$ cat src/rtl/skinny_inv_sbox8_isw1_hs.sv
// skinny_inv_sbox8_isw1_hs
// First-order ISW-masked inverse Skinny-128 8-bit S-box on two Boolean shares,
// wrapped in a valid/ready handshake. One transaction is in flight at a time.
//
// Handshake: a transfer happens on a rising clk edge where valid and ready are
// both 1. in_ready is high only in IDLE. out_valid is high only in DONE, and
// bo0/bo1 hold steady until that transfer completes. in_valid is ignored outside IDLE.
//
// Optional build macro SKINNY_ISW_FLUSH_EN: adds a one-cycle FLUSH state after
// every output transfer. FLUSH zeroes the capture and output registers and
// keeps in_ready low. Without the macro, DONE returns straight to IDLE.
//
// Each nor(a,b) is computed as ISW AND(~a, ~b). Only share 0 is inverted.
// All four partial products are registered. Both cross terms are XORed with
// the core's r bit, so r cancels only when the two output shares recombine.
// The captured shares are held constant. Because of that, the four AND levels
// settle one level per cycle and keep recomputing the same values until the
// output is loaded.
module skinny_inv_sbox8_isw1_hs #(
    parameter int WAIT_CYCLES = 4
) (
    input  logic       clk,
    input  logic       rst_n,
    input  logic       in_valid,
    output logic       in_ready,
    input  logic [7:0] si0,
    input  logic [7:0] si1,
    input  logic [7:0] r,
    output logic       out_valid,
    input  logic       out_ready,
    output logic [7:0] bo0,
    output logic [7:0] bo1,
    output logic [1:0] dbg_state
);

    typedef enum logic [1:0] {
        IDLE  = 2'd0,
        BUSY  = 2'd1,
        DONE  = 2'd2,
        FLUSH = 2'd3
    } state_t;

    (* equivalent_register_removal = "no" *) state_t     state_q;
    (* equivalent_register_removal = "no" *) logic [2:0] cnt_q;
    state_t     state_d;
    logic [2:0] cnt_d;
    logic       cap_en;
    logic       load_en;
    logic       clr_en;

    // captured input shares and refresh masks
    (* equivalent_register_removal = "no" *) logic [7:0] o0_q;
    (* equivalent_register_removal = "no" *) logic [7:0] o1_q;
    (* equivalent_register_removal = "no" *) logic [7:0] r_q;

    // ISW partial products, bit k belongs to core k
    (* equivalent_register_removal = "no" *) logic [7:0] p00_q;
    (* equivalent_register_removal = "no" *) logic [7:0] p01_q;
    (* equivalent_register_removal = "no" *) logic [7:0] p10_q;
    (* equivalent_register_removal = "no" *) logic [7:0] p11_q;

    (* equivalent_register_removal = "no" *) logic [7:0] bo0_q;
    (* equivalent_register_removal = "no" *) logic [7:0] bo1_q;

    logic [7:0] xa0, xa1, xb0, xb1;   // AND operand shares per core
    logic [7:0] z0, z1;               // AND result shares per core
    logic [7:0] c0, c1;               // core outputs after the linear term
    logic [7:0] b0s, b1s;             // core outputs in S-box bit order

    // Core to bit map:
    //   core0 b3, core1 b5, core2 b2, core3 b7   (level 1)
    //   core4 b1, core5 b0                       (level 2)
    //   core6 b6                                 (level 3)
    //   core7 b4                                 (level 4)
    assign z0 = p00_q ^ p01_q;
    assign z1 = p11_q ^ p10_q;

    // Linear terms, core7..core0: o6 o2 o5 o3 o1 o0 o7 o4
    assign c0 = z0 ^ {o0_q[6], o0_q[2], o0_q[5], o0_q[3], o0_q[1], o0_q[0], o0_q[7], o0_q[4]};
    assign c1 = z1 ^ {o1_q[6], o1_q[2], o1_q[5], o1_q[3], o1_q[1], o1_q[0], o1_q[7], o1_q[4]};

    // First nor operand, core7..core0: b7 b2 b3 o5 o2 o3 o6 o7
    assign xa0 = ~{c0[3], c0[2], c0[0], o0_q[5], o0_q[2], o0_q[3], o0_q[6], o0_q[7]};
    assign xa1 =  {c1[3], c1[2], c1[0], o1_q[5], o1_q[2], o1_q[3], o1_q[6], o1_q[7]};

    // Second nor operand, core7..core0: b6 b1 b2 b3 o7 o1 o5 o6
    assign xb0 = ~{c0[6], c0[4], c0[2], c0[0], o0_q[7], o0_q[1], o0_q[5], o0_q[6]};
    assign xb1 =  {c1[6], c1[4], c1[2], c1[0], o1_q[7], o1_q[1], o1_q[5], o1_q[6]};

    // Output order b7..b0 = core3 core6 core1 core7 core0 core2 core4 core5
    assign b0s = {c0[3], c0[6], c0[1], c0[7], c0[0], c0[2], c0[4], c0[5]};
    assign b1s = {c1[3], c1[6], c1[1], c1[7], c1[0], c1[2], c1[4], c1[5]};

    assign bo0       = bo0_q;
    assign bo1       = bo1_q;
    assign dbg_state = state_q;

    // FSM state and wait counter registers
    always_ff @(posedge clk or negedge rst_n) begin
        if (!rst_n) begin
            state_q <= IDLE;
            cnt_q   <= 3'd0;
        end else begin
            state_q <= state_d;
            cnt_q   <= cnt_d;
        end
    end

    // FSM next state, handshake outputs and register enables
    always_comb begin
        state_d   = state_q;
        cnt_d     = cnt_q;
        cap_en    = 1'b0;
        load_en   = 1'b0;
        clr_en    = 1'b0;
        in_ready  = 1'b0;
        out_valid = 1'b0;
        case (state_q)
            IDLE: begin
                in_ready = 1'b1;
                if (in_valid) begin
                    cap_en  = 1'b1;
                    cnt_d   = 3'd0;
                    state_d = BUSY;
                end
            end
            BUSY: begin
                cnt_d = cnt_q + 3'd1;
                if (cnt_q == 3'(WAIT_CYCLES)) begin
                    load_en = 1'b1;
                    cnt_d   = 3'd0;
                    state_d = DONE;
                end
            end
            DONE: begin
                out_valid = 1'b1;
                if (out_ready) begin
`ifdef SKINNY_ISW_FLUSH_EN
                    clr_en  = 1'b1;
                    state_d = FLUSH;
`else
                    state_d = IDLE;
`endif
                end
            end
            FLUSH: begin
                state_d = IDLE;
            end
            default: begin
                state_d = IDLE;
            end
        endcase
    end

    // Capture the input shares and masks on an accepted transfer
    always_ff @(posedge clk or negedge rst_n) begin
        if (!rst_n) begin
            o0_q <= 8'h00;
            o1_q <= 8'h00;
            r_q  <= 8'h00;
        end else if (cap_en) begin
            o0_q <= si0;
            o1_q <= si1;
            r_q  <= r;
        end else if (clr_en) begin
            o0_q <= 8'h00;
            o1_q <= 8'h00;
            r_q  <= 8'h00;
        end
    end

    // Register the ISW partial products of all eight cores every cycle
    always_ff @(posedge clk or negedge rst_n) begin
        if (!rst_n) begin
            p00_q <= 8'h00;
            p01_q <= 8'h00;
            p10_q <= 8'h00;
            p11_q <= 8'h00;
        end else begin
            p00_q <= xa0 & xb0;
            p01_q <= (xa0 & xb1) ^ r_q;
            p10_q <= (xa1 & xb0) ^ r_q;
            p11_q <= xa1 & xb1;
        end
    end

    // Load the output shares once the last AND level has settled
    always_ff @(posedge clk or negedge rst_n) begin
        if (!rst_n) begin
            bo0_q <= 8'h00;
            bo1_q <= 8'h00;
        end else if (load_en) begin
            bo0_q <= b0s;
            bo1_q <= b1s;
        end else if (clr_en) begin
            bo0_q <= 8'h00;
            bo1_q <= 8'h00;
        end
    end

endmodule

$ cat config.mk
export PLATFORM = sky130hd
export DESIGN_NAME = skinny_inv_sbox8_isw1_hs
export DESIGN_NICKNAME = d
export VERILOG_FILES = /design/src/rtl/skinny_inv_sbox8_isw1_hs.sv
export SDC_FILE = /design/constraint.sdc
export NUM_CORES = 1
export LEC_CHECK = 0
export ABC_CLOCK_PERIOD_IN_PS = 1850
export CAP_MARGIN = 20
export CELL_PAD_IN_SITES_DETAIL_PLACEMENT = 0
export CELL_PAD_IN_SITES_GLOBAL_PLACEMENT = 1
export CORE_MARGIN = 5
export CORE_UTILIZATION = 35
export CTS_CLUSTER_DIAMETER = 60
export CTS_CLUSTER_SIZE = 28
export DETAILED_ROUTE_END_ITERATION = 10
export HOLD_SLACK_MARGIN = 0.1
export PLACE_DENSITY = 0.61
export SLEW_MARGIN = 40
export SYNTH_ARGS = -nofsm -noshare
export SYNTH_HDL_FRONTEND = slang
export SYNTH_SLANG_ARGS = --single-unit
$ cat constraint.sdc
create_clock -name clk -period 1.85 [get_ports clk]
set_clock_uncertainty 0.15 [all_clocks]
set_input_delay 0.2775 -clock clk [delete_from_list [all_inputs] [get_ports clk]]
set_output_delay 0.2775 -clock clk [all_outputs]
set_load 0.03 [all_outputs]
=== Word level (Yosys, flattened, before mapping) ===
Cells that the tools add are included.

* Flip-flop bits (word level): 77
* Word-level logic and storage cells: 48

* Reductions and logical operators: 4
* Bitwise gates (word level): 12
* Multiplexer cells: 13
* Add/subtract/negate cells: 1
* Eq/ne operators: 7

{| class="wikitable"
|+ Operator list
! cell !! number
|-
| $xor 8x8->8 || 6
|-
| $and 8x8->8 || 4
|-
| $not 8->8 || 2
|-
| $pmux 2 s4 || 1
|-
| $mux 1 || 6
|-
| $mux 2 || 3
|-
| $mux 3 || 2
|-
| $ne 2x2->1 const B || 3
|-
| $pmux 3 s2 || 1
|-
| $eq 2x2->1 const B || 2
|-
| $add 3x1->3 const B || 1
|-
| $eq 3x3->1 const B || 1
|-
| $reduce_and 3->1 || 1
|-
| $eq 2x1->1 const B || 1
|-
| $logic_not 2->1 || 1
|-
| $reduce_and 2->1 || 1
|-
| $reduce_bool 2->1 || 1
|}

=== Logic depth before layout (Yosys ltp) ===
* Depth in word-level cells: 5
* Depth in mapped cells: 6

=== Worst setup path after synthesis ===
Ideal clock, no wire load.

* Path type: register -> register
* From: register state_q[0] (netlist: dbg_state[0])
* To: register o0_q[0]
* Period minus slack after synthesis: 1.979 ns
* Path slack: -0.129 ns
* Setup time: 0.125 ns
* Stages on the path, launching flop included: 7
* Data arrival time: 1.704 ns
* Buffers on the path: 3
* Cells stage by stage: dfrtp_1 -> buf_6 -> nor2_2 -> and2_4 -> buf_6 -> buf_12 -> mux2_4

* Longest elaborated chain between the ends: 2

{| class="wikitable"
|+ RTL lines
! element !! RTL line !! source
|-
| start, declared || 43 || <nowiki>(* equivalent_register_removal = "no" *) state_t state_q;</nowiki>
|-
| start signal, assigned || 104 || <nowiki>state_q <= state_d;</nowiki>
|-
| $logic_not 2->1 || 118 || <nowiki>case (state_q)</nowiki>
|-
| $mux 1 || 118 ||
|-
| end signal, assigned || 162 || <nowiki>o0_q <= si0;</nowiki>
|-
| end, declared || 52 || <nowiki>(* equivalent_register_removal = "no" *) logic [7:0] o0_q;</nowiki>
|}

No other way between the ends.
A chain may end at the register's enable or synchronous reset.

=== Worst setup path after layout ===
* From: register bo0_q[5] (netlist: bo0[5])
* To: output port bo0[5]

{| class="wikitable"
|+ RTL lines
! element !! RTL line !! source
|-
| start, declared || 62 || <nowiki>(* equivalent_register_removal = "no" *) logic [7:0] bo0_q;</nowiki>
|-
| start signal, assigned || 193 || <nowiki>bo0_q <= b0s;</nowiki>
|-
| end, declared || 31 || <nowiki>output logic [7:0] bo0,</nowiki>
|}

No word-level cell between the ends.

==> results.yml <==
logic_synthesis:
  netlist.area_leader.share_pct: 58.40
  yosysSeqAreaShare_pct: 58.40
  postSynthCellCount: 235
  syn_area_um2: 3299
  synth_area_leaders: "dfrtp_1 (58%), mux2_4 (9.1%), xnor3_1 (6.1%), xnor2_1 (6.1%), o21ai_0 (2.4%)"
  yosys-top-cells-count: "dfrtp_1 (77), xnor2_1 (23), mux2_4 (20), nand2_1 (20), o21ai_0 (16)"
  synthXorXnorAreaFrac_pct: 15.36
  synth_warnings: 0
  synth_top_family_by_area: "XOR/XNOR gates"
  synthMuxAreaShare_pct: 10.81
  syn_avg_cell_area_um2: 14.04
  synth_compound_area_share_pct: 3.641
  ys_types: 28
  ys_async_sr_fraction_pct: 100.0
  synth-main-ff-cell: "dfrtp_1"
  synth_seq_cells: 77
  syn-num-nets: 265
  synth-adder-area-share_pct: 0.7584
  synth-simple-area-share_pct: 8.343
  yosysTopAreaCell: "dfrtp_1"
  synth_edf_count: 0
  yosysMostFrequentCell: "dfrtp_1"
critical_path:
  start_kind: "flip-flop"
  cpLargestDelayFamily: "buffers and inverters"
  cp_slowest_cell: "clkdlybuf4s50_1"
  arrival_ns: 1.37
  critPathBufInv: 1
  critPathCaptureType: "output port"
  crit_path_max_fanout: 2
  slowest_delay_ns: 0.68
  cp.required_ns: 1.42
  crit_chain: "clkdlybuf4s50_1"
  path_class: "reg -> out"
global_routing:
  grt_start_max_net_pins: 31
  met2_usage_pct: 17.52
  grtUsageTotal_pct: 11.73
  overflow: 0
  use_met1_pct: 15.98
  grt_first_pass_wirelength_um: 10120
  grt_pass1_vias: 1915
  antenna_found_initial: 0
  gr-usage-met3_pct: 2.408
  grt-busiest-layer: "met2"
timing:
  tns_ns: 0
  timing.hold.ws_ns: 0.2410
  worst_pin_slew_ns: 0.3769
  max_freq_ghz: 0.5558
  final_hold_viol_count: 0
  fin_crit_sh_pct: 97.25
  setup_slack_ns: 0.05081
  setup_viol: 0
  max_slew_margin_pct: 74.88
  drv_slew: 0
  finalCriticalPeriod_ns: 1.799
  rsz0062_at_grt: "false"
clock_network:
  cts.sink_count: 77
  clkTransAtPathRegs_ns: 0.08
  cts_tree: "yes"
  numCtsBuffers: 9
  clockBufferDepth: 2
  clk_latency_ns: 0.35
  root_buffer: "clkbuf_8"
  htree_levels: 3
drt:
  wl_per_cell_um: 15.00
  ant_nets: 0
  drc_errors: 0
  num_vias: 1780
  avgViaCountPerCell: 4.363
  drt_iter0_drc: 31
  wl_um: 6122
  drtPass1Iterations: 4
die:
  dieWidth_um: 107.1
  die_y_um: 107.1
  core-area_um2: 9196
  dieArea_um2: 11470
  fp-row-count: 35
  start_util_pct: 35.88
  io_pins: 48
final_layout:
  final_area_um2: 4141
  drive_gt1_share_pct: 16.84
  syn_to_final_growth_pct: 25.52
  antenna_cells: 0
  stdcell_count: 408
  final_nets: 322
job:
  max_cap_violations: 0
place:
  place_congestion: 0.7308
  postPlaceCellArea_um2: 3914
  portBuffers: 47
  dp_slack_ns: 0.1009
  place_inst: 391
  dp_hpwl_um: 4359
status:
  outcome: "completed"
power:
  p_per_area_nw_per_um2: 1989
  max-vdd-ir-drop_mv: 0.5408
  p_leak_nw: 1.955
hold_path:
  hp-class: "in -> async"
-- layout make-up --
type / count / area [µm²]
Multi-Input combinational cell: 147 / 1289
Inverter: 4 / 15.01
Fill cell: 864 / 5055
Timing Repair Buffer: 53 / 555.5
Tap cell: 111 / 138.9
Sequential cell: 77 / 1928
Clock buffer: 10 / 127.6
Clock inverter: 6 / 87.58
-- metal layers --
metal / up-vias / share of wire, %
li1: 887 / -
met1: 852 / 48
met2: 28 / 47
met3: 13 / 2.9
met4: 0 / 2.1
met5: - / 0
-- stage by stage --
stage	utilization (%)	power (mW)
final	45.03	8.239
after global routing	45.03	8.847
after CTS	44.91	8.407
after detailed placement	42.56	7.034
after global placement	42.56	6.987
after floorplan	-	5.955
-- worst register-to-register path, delay by kind of cell (launching register included) --
kind / cells / cell delay [ns]
buf+inv: 2 / 0.35
fa+ha+maj: 1 / 0.22
flops: 1 / 0.41
compound gates: 1 / 0.08
simple gates: 2 / 0.29
-- report_power, final --
part / internal (mW) / switching [mW] / total [mW]
clock: 0.760 / 0.612 / 1.37
combinational: 2.07 / 1.58 / 3.65
sequential: 2.53 / 0.682 / 3.22
total: 5.36 / 2.87 / 8.24
-- what timing repair did --
action,in CTS,in global routing
setup buffers,0,0
setup endpoints to repair,7,7
endpoints found under the hold margin,54,0
pin swaps,0,0
hold buffers,1,0
gates resized for setup,7,8
-- path summary, 6_finish.rpt --
kind	startpoint	to	slack (ns)	depth (start not counted)
max in group asynchronous	rst_n	bo1[3]$_DFFE_PN0P_	0.67	3
worst max register to register	cnt_q[0]$_DFFE_PN0P_	bo1[4]$_DFFE_PN0P_	0.23	6
worst min-delay path	rst_n	bo1[0]$_DFFE_PN0P_	0.24	2
worst min register to register	o0_q[2]$_DFFE_PN0P_	p00_q[3]$_DFF_PN0_	0.32	1
worst max-delay path	bo0[5]$_DFFE_PN0P_	bo0[5]	0.05	1
min in group clk	o0_q[2]$_DFFE_PN0P_	p00_q[3]$_DFF_PN0_	0.32	1
-- placed cells by master, fill, tap and decap left out --
| cell | instances |
|---|---|
| dfrtp_1 | 76 |
| clkdlybuf4s50_1 | 33 |
| xnor2_1 | 23 |
| nand2_1 | 20 |
| mux2_4 | 20 |
| o21ai_0 | 16 |
| nor2_1 | 14 |
| nand2b_1 | 12 |
| xnor3_1 | 9 |
| xor2_1 | 9 |
| clkbuf_8 | 9 |
| dlymetal6s2s_1 | 6 |
| dlygate4sd2_1 | 6 |
| and2_1 | 5 |
| mux2_2 | 5 |
| inv_1 | 4 |
| buf_4 | 3 |
| buf_12 | 3 |
| ha_1 | 2 |
| clkinv_4 | 2 |
| bufinv_16 | 2 |
| clkinv_2 | 2 |
| nor2b_1 | 1 |
| xor3_1 | 1 |
| nor2_4 | 1 |
| and2_4 | 1 |
| nand4b_1 | 1 |
| o31ai_1 | 1 |
| nand4_1 | 1 |
| o21bai_1 | 1 |
| o311ai_0 | 1 |
| a31oi_1 | 1 |
| a32o_1 | 1 |
| nand3_1 | 1 |
| clkbuf_1 | 1 |
| dfrtp_2 | 1 |
| dlygate4sd3_1 | 1 |
| clkbuf_2 | 1 |
-- kinds of logic after synthesis --
logic type | count (synthesis)
AOI/OAI and AO/OA | 21
xor gates and xnor gates | 42
adders and majority gates | 2
buffers and inverters | 11
DFF | 77
muxes | 25
and+or+nand+nor | 57
Note: power is estimated with default switching activity, not from simulation.
